[config.mk]
export PLATFORM = sky130hd
export DESIGN_NAME = countdown_timer_flat
export DESIGN_NICKNAME = d
export VERILOG_FILES = /design/src/rtl/countdown_timer_pkg.sv /design/src/rtl/countdown_timer_if.sv /design/src/rtl/countdown_timer_hex_decoder.sv /design/src/rtl/countdown_timer.sv /design/src/flat_wrapper.sv
export SDC_FILE = /design/constraint.sdc
export NUM_CORES = 1
export LEC_CHECK = 0
export ABC_CLOCK_PERIOD_IN_PS = 2360
export CORE_MARGIN = 2
export CORE_UTILIZATION = 48
export DETAILED_ROUTE_END_ITERATION = 10
export PLACE_DENSITY_LB_ADDON = 0.3
export SLEW_MARGIN = 10
export SYNTH_ARGS = -nofsm -noshare
export SYNTH_HDL_FRONTEND = slang
export SYNTH_SLANG_ARGS = --single-unit
[constraint.sdc]
create_clock -name clk -period 2.36 [get_ports clk]
set_input_delay 0.354 -clock clk [delete_from_list [all_inputs] [get_ports clk]]
set_output_delay 0.354 -clock clk [all_outputs]
set_load 0.02 [all_outputs]
[src/rtl/countdown_timer_pkg.sv]
// Shared definitions for the seconds countdown timer: FSM state encoding and
// active-low seven-segment glyphs ({g,f,e,d,c,b,a}).
package countdown_timer_pkg;

  typedef enum logic [1:0] {
    ST_IDLE   = 2'd0,
    ST_RUN    = 2'd1,
    ST_PAUSED = 2'd2,
    ST_DONE   = 2'd3
  } state_t;

  // A-F are drawn as hex glyphs so the decoder can be reused for hex displays.
  function automatic logic [6:0] seg7_pattern(input logic [3:0] digit);
    logic [6:0] seg;
    case (digit)
      4'h0:    seg = 7'b1000000;
      4'h1:    seg = 7'b1111001;
      4'h2:    seg = 7'b0100100;
      4'h3:    seg = 7'b0110000;
      4'h4:    seg = 7'b0011001;
      4'h5:    seg = 7'b0010010;
      4'h6:    seg = 7'b0000010;
      4'h7:    seg = 7'b1111000;
      4'h8:    seg = 7'b0000000;
      4'h9:    seg = 7'b0010000;
      4'hA:    seg = 7'b0001000;
      4'hB:    seg = 7'b0000011;
      4'hC:    seg = 7'b1000110;
      4'hD:    seg = 7'b0100001;
      4'hE:    seg = 7'b0000110;
      default: seg = 7'b0001110;
    endcase
    return seg;
  endfunction

endpackage

[src/rtl/countdown_timer_if.sv]
// Control/status bundle between the game-clock timer (slave) and whatever
// drives its controls and reads its display (master).
interface countdown_timer_if;
  import countdown_timer_pkg::*;

  // There is no valid/ready handshake here: tick is a single-cycle strobe and
  // start/pause/restart are levels sampled on every rising clock edge.
  logic       tick;
  logic       start;
  logic       pause;
  logic       restart;
  logic [3:0] tens;
  logic [3:0] ones;
  logic [6:0] hex1;
  logic [6:0] hex0;
  logic       running;
  logic       done;
  logic       expired;
  state_t     dbg_state;

  modport master (
    output tick, start, pause, restart,
    input  tens, ones, hex1, hex0, running, done, expired, dbg_state
  );

  modport slave (
    input  tick, start, pause, restart,
    output tens, ones, hex1, hex0, running, done, expired, dbg_state
  );

endinterface

[src/rtl/countdown_timer_hex_decoder.sv]
// Combinational 4-bit to active-low seven-segment decoder.
module hex_decoder
  import countdown_timer_pkg::*;
(
  input  logic [3:0] digit_i,
  output logic [6:0] seg_o
);

  assign seg_o = seg7_pattern(digit_i);

endmodule

[src/rtl/countdown_timer.sv]
// Two-digit BCD seconds countdown with start/pause/restart control, expiry
// pulse and direct seven-segment drive for two display digits.
module countdown_timer
  import countdown_timer_pkg::*;
#(
  parameter int unsigned START_SECONDS = 60  // legal range 1..99
) (
  input  logic               clk,
  input  logic               load,
  countdown_timer_if.slave   bus
);

  localparam logic [3:0] START_TENS = 4'(START_SECONDS / 10);
  localparam logic [3:0] START_ONES = 4'(START_SECONDS % 10);

  state_t     state_q, state_d;
  logic [3:0] tens_q, tens_d;
  logic [3:0] ones_q, ones_d;
  logic       expired_q, expired_d;
  logic       last_second;

  assign last_second = (tens_q == 4'd0) && (ones_q == 4'd1);

  always_ff @(posedge clk or negedge load) begin
    if (!load) begin
      state_q   <= ST_IDLE;
      tens_q    <= START_TENS;
      ones_q    <= START_ONES;
      expired_q <= 1'b0;
    end else begin
      state_q   <= state_d;
      tens_q    <= tens_d;
      ones_q    <= ones_d;
      expired_q <= expired_d;
    end
  end

  // Priority: restart > pause > start > tick.
  always_comb begin
    state_d   = state_q;
    tens_d    = tens_q;
    ones_d    = ones_q;
    expired_d = 1'b0;
    if (bus.restart) begin
      state_d = ST_IDLE;
      tens_d  = START_TENS;
      ones_d  = START_ONES;
    end else begin
      case (state_q)
        ST_IDLE: begin
          if (bus.start && !bus.pause) state_d = ST_RUN;
        end
        ST_RUN: begin
          if (bus.pause) begin
            state_d = ST_PAUSED;
          end else if (bus.tick) begin
            if (last_second) begin
              ones_d    = 4'd0;
              state_d   = ST_DONE;
              expired_d = 1'b1;
            end else if (ones_q == 4'd0) begin
              // Zero is only reached through DONE, so tens is nonzero here.
              ones_d = 4'd9;
              tens_d = tens_q - 4'd1;
            end else begin
              ones_d = ones_q - 4'd1;
            end
          end
        end
        ST_PAUSED: begin
          if (bus.start && !bus.pause) state_d = ST_RUN;
        end
        ST_DONE: begin
          state_d = ST_DONE;
        end
        default: begin
          state_d = ST_IDLE;
        end
      endcase
    end
  end

  assign bus.tens      = tens_q;
  assign bus.ones      = ones_q;
  assign bus.running   = (state_q == ST_RUN);
  assign bus.done      = (state_q == ST_DONE);
  assign bus.expired   = expired_q;
  assign bus.dbg_state = state_q;

  hex_decoder u_hex_tens (
    .digit_i (tens_q),
    .seg_o   (bus.hex1)
  );

  hex_decoder u_hex_ones (
    .digit_i (ones_q),
    .seg_o   (bus.hex0)
  );

endmodule

[src/flat_wrapper.sv]
// flat-port wrapper written by rule: the top's interface ports become plain ports
module countdown_timer_flat import countdown_timer_pkg::*;
#(
  parameter int unsigned START_SECONDS = 60                      
)
  (clk, load, bus_tick, bus_start, bus_pause, bus_restart, bus_tens, bus_ones, bus_hex1, bus_hex0, bus_running, bus_done, bus_expired, bus_dbg_state);
  countdown_timer_if bus_i ();
  input  logic clk;
  input  logic load;
  input wire logic [$bits(bus_i.tick)-1:0] bus_tick;
  input wire logic [$bits(bus_i.start)-1:0] bus_start;
  input wire logic [$bits(bus_i.pause)-1:0] bus_pause;
  input wire logic [$bits(bus_i.restart)-1:0] bus_restart;
  output wire logic [$bits(bus_i.tens)-1:0] bus_tens;
  output wire logic [$bits(bus_i.ones)-1:0] bus_ones;
  output wire logic [$bits(bus_i.hex1)-1:0] bus_hex1;
  output wire logic [$bits(bus_i.hex0)-1:0] bus_hex0;
  output wire logic [$bits(bus_i.running)-1:0] bus_running;
  output wire logic [$bits(bus_i.done)-1:0] bus_done;
  output wire logic [$bits(bus_i.expired)-1:0] bus_expired;
  output wire logic [$bits(bus_i.dbg_state)-1:0] bus_dbg_state;
  assign bus_i.tick = bus_tick;
  assign bus_i.start = bus_start;
  assign bus_i.pause = bus_pause;
  assign bus_i.restart = bus_restart;
  assign bus_tens = bus_i.tens;
  assign bus_ones = bus_i.ones;
  assign bus_hex1 = bus_i.hex1;
  assign bus_hex0 = bus_i.hex0;
  assign bus_running = bus_i.running;
  assign bus_done = bus_i.done;
  assign bus_expired = bus_i.expired;
  assign bus_dbg_state = bus_i.dbg_state;
  countdown_timer #(.START_SECONDS(START_SECONDS)) u_core (.clk(clk), .load(load), .bus(bus_i));
endmodule
==> run_results.csv <==
group,metric,value,unit
clock_network,cts_buffer_depth,2,
placed_design,gp_congestion,0.837,
critical_path,crit_top_cell,"inv_1",
global_route,grt_pass1_vias,1068,
flow_run,maxCapViolCount,0,
floorplanning,fp-row-count,17,
placed_design,port-buffer-count,32,
power,power_frac_clock,0.307,
critical_path,critPathKind,"register to output port",
drt,num_vias,1122,
global_route,grt_max_degree,22,
timing,worst_pin_slew,680,ps
finish,fillers,180,
clock_network,clk_latency,280,ps
finish,drive_gt1_frac,0.148,
timing,max_slew_margin,0.545,
placed_design,dp_hpwl,2.16,mm
power,p_seq_frac,0.456,
finish,final_nets,189,
clock_network,cts.sinks,11,
yosys,synth_commonest_cells,"ha_1 (13), inv_1 (11), nor2_1 (11), o21ai_0 (11), dfrtp_1 (9)",
power,power.leakage,0.000740,uW
power,swShare,0.299,
clock_network,clk_pin_slew,80,ps
critical_path,worst_ep_arrival_time,1910,ps
floorplanning,coreArea,2250,sq um
critical_path,critPathLaunchType,"register",
yosys,synthDominantCellAreaShare,0.191,
yosys,syn-cell-area,1180,sq um
drt,drt_first_iter_violations,21,
critical_path,reg2reg_from,"u_core.bus.ones[0]",
drt,vias_per_cell,5.70,
yosys,yosysMostFrequentCell,"ha_1",
yosys,syn_nets,153,
global_route,grt-ovfl-total,0,
yosys,avgSynthCellArea,8.78,sq um
yosys,ys_warn_count,0,
global_route,antenna_found_initial,0,
yosys,synth_edf_count,0,
timing,setup_viol,0,
critical_path,end_kind,"output port",
drt,wl_per_cell,14.2,microns
timing,fin_tns_setup,0,ps
finish,area_growth,33.5,%
yosys,syn_inst,134,
power,p_sw,130,uW
status,status,"finished, final reports clean",
power,ir_worst_vdd,0.277,mV
yosys,ys_ff_latch,11,
timing,period_share,0.961,
drt,drt_pre_antenna_iters,4,
floorplanning,die_w,53.5,microns
yosys,synth_flop_cell,"dfrtp_1",
clock_network,cts_tree,"yes",
global_route,grt_pass1_wl,4.65,mm
timing,final-hold-violation-count,0,
critical_path,slowest_stage,"mux4_2",
critical_path,startpoint,"u_core.bus.ones[0]",
clock_network,cts_made_buffers,3,
critical_path,crit_path_max_fanout,8,
yosys,yosys.area.top_type,"dfrtp_1",
timing,skew,9.58,ps
finish,antenna_cells,0,
power,power,434,uW
hold_path,min_path_type,"primary input to asynchronous set/reset pin",
critical_path,critical-path-max-stage-delay,430,ps
yosys,async_reset_ff_frac,1.00,
floorplanning,die_h,53.5,microns
timing,slew_viol_final,0,
timing,fmax,441,MHz
finish,multi_input_comb_area,818,sq um
floorplanning,design.die.area,2860,sq um
floorplanning,io_pins,33,
power,intPower,304,uW
yosys,ys_seq_area_frac,0.236,
yosys,synth_area_leaders,"dfrtp_1 (19%), ha_1 (14%), o21ai_0 (4.7%)",
clock_network,cts-root-buf,"clkbuf_4",
finish,register_area,280,sq um
power,combPwrFrac,0.237,
clock_network,htreeDepth,1,
drt,postRouteAntennaNets,0,
clock_network,hold_buffers,0,
power,p_per_area,277,nW/um^2
drt,drc,0,
critical_path,cp.required,2010,ps
critical_path,crit_path_cell_trace,"inv_1 > ha_1 > inv_1 > mux4_2 > dlygate4sd2_1",
global_route,grt_use_total,0.221,
floorplanning,start_util,0.522,
drt,totalWireLength,2.81,mm
timing,rsz0062_at_grt,"no",
yosys,synth_cell_types,47,
timing,period_minus_slack,2270,ps
==> cells by family after synthesis <==
| kind of cell | after synthesis | share of synthesized area |
|---|---|---|
| muxes | 6 | 0.0766 |
| and+or+nand+nor | 48 | 0.253 |
| DFF | 11 | 0.236 |
| AOI/OAI and AO/OA | 37 | 0.228 |
| buffers and inverters | 19 | 0.0681 |
| adders and majority gates | 13 | 0.138 |
==> metal layers <==
layer | vias up | track usage | wire (microns)
li1 | 555 | - | -
met1 | 529 | 0.265 | 1250
met2 | 31 | 0.395 | 1390
met3 | 7 | 0.0254 | 105
met4 | 0 | 0.0897 | 54
met5 | - | 0 | 0
==> metrics by stage <==
stage	hold slack, ps	cells	setup slack, ps	util	cell area [sq um]
final	408	197	91.6	0.696	1570
after global routing	443	197	12.7	0.696	1570
after CTS	419	197	9.89	0.694	1560
after detailed placement	637	193	58.1	0.685	1550
after global placement	618	193	103	0.685	1550
after floorplan	58.4	134	352	-	1180
==> flip-flops by register name (all words and copies together) (netlist names) <==
register / cells
u_core.bus.ones: 4
u_core.bus.tens: 4
u_core.bus.dbg_state: 2
u_core.bus.expired: 1
==> critical path, delay by kind of cell, from the launching register on <==
| kind | cells | cell delay, ps |
|---|---|---|
| flops | 1 | 340 |
| buf+inv | 3 | 510 |
| mux | 1 | 430 |
| fa+ha+maj | 1 | 360 |
==> final cells by class <==
class	count	area share
clock buffer	4	0.0167
inverter	11	0.0263
sequential	11	0.178
tap	28	0.0223
multi-input combinational	104	0.521
timing repair buffer	39	0.235
==> power by group through the flow <==
stage          logic, uW  clock network, uW  registers [uW]
6_report             103                133             198
5_1_grt              112                143             199
4_1_cts              105                136             198
3_5_place_dp         107                  0             202
3_3_place_gp         105                  0             201
2_1_floorplan       54.7                  0             206
==> worst paths after layout <==
path	slack [ps]	depth (start not counted)	to
max in group asynchronous	1580	1	u_core.bus.tens[2]
min	410	1	u_core.bus.tens[3]
max reg2reg	510	6	u_core.bus.tens[0]
min in group clk	640	2	u_core.bus.dbg_state[0]
min reg2reg	640	2	u_core.bus.dbg_state[0]
max	90	5	bus_hex0[3]
==> placed cells by master, fill, tap and decap left out, types with 2 or more instances in the layout <==
cell type        instances
a211oi_1                 3
a21oi_1                  7
a311oi_1                 2
and2_1                   4
buf_4                    7
clkbuf_4                 3
clkdlybuf4s50_1         20
dfrtp_1                  7
dfrtp_2                  2
dfstp_2                  2
dlygate4sd2_1            7
dlymetal6s2s_1           4
ha_1                    13
inv_1                   11
mux2i_1                  3
nand2_1                  8
nand2b_1                 2
nand3_1                  2
nor2_1                  11
nor2b_1                  6
nor3_1                   2
nor4_1                   2
o21ai_0                 11
o41ai_2                  2
or3_1                    2
==> repair_timing <==
action / CTS / global route
setup endpoints to repair: 9 / 6
gates resized for setup: 10 / 6
buffers inserted: 0 / 0
Note: power is estimated with default switching activity, not from simulation.
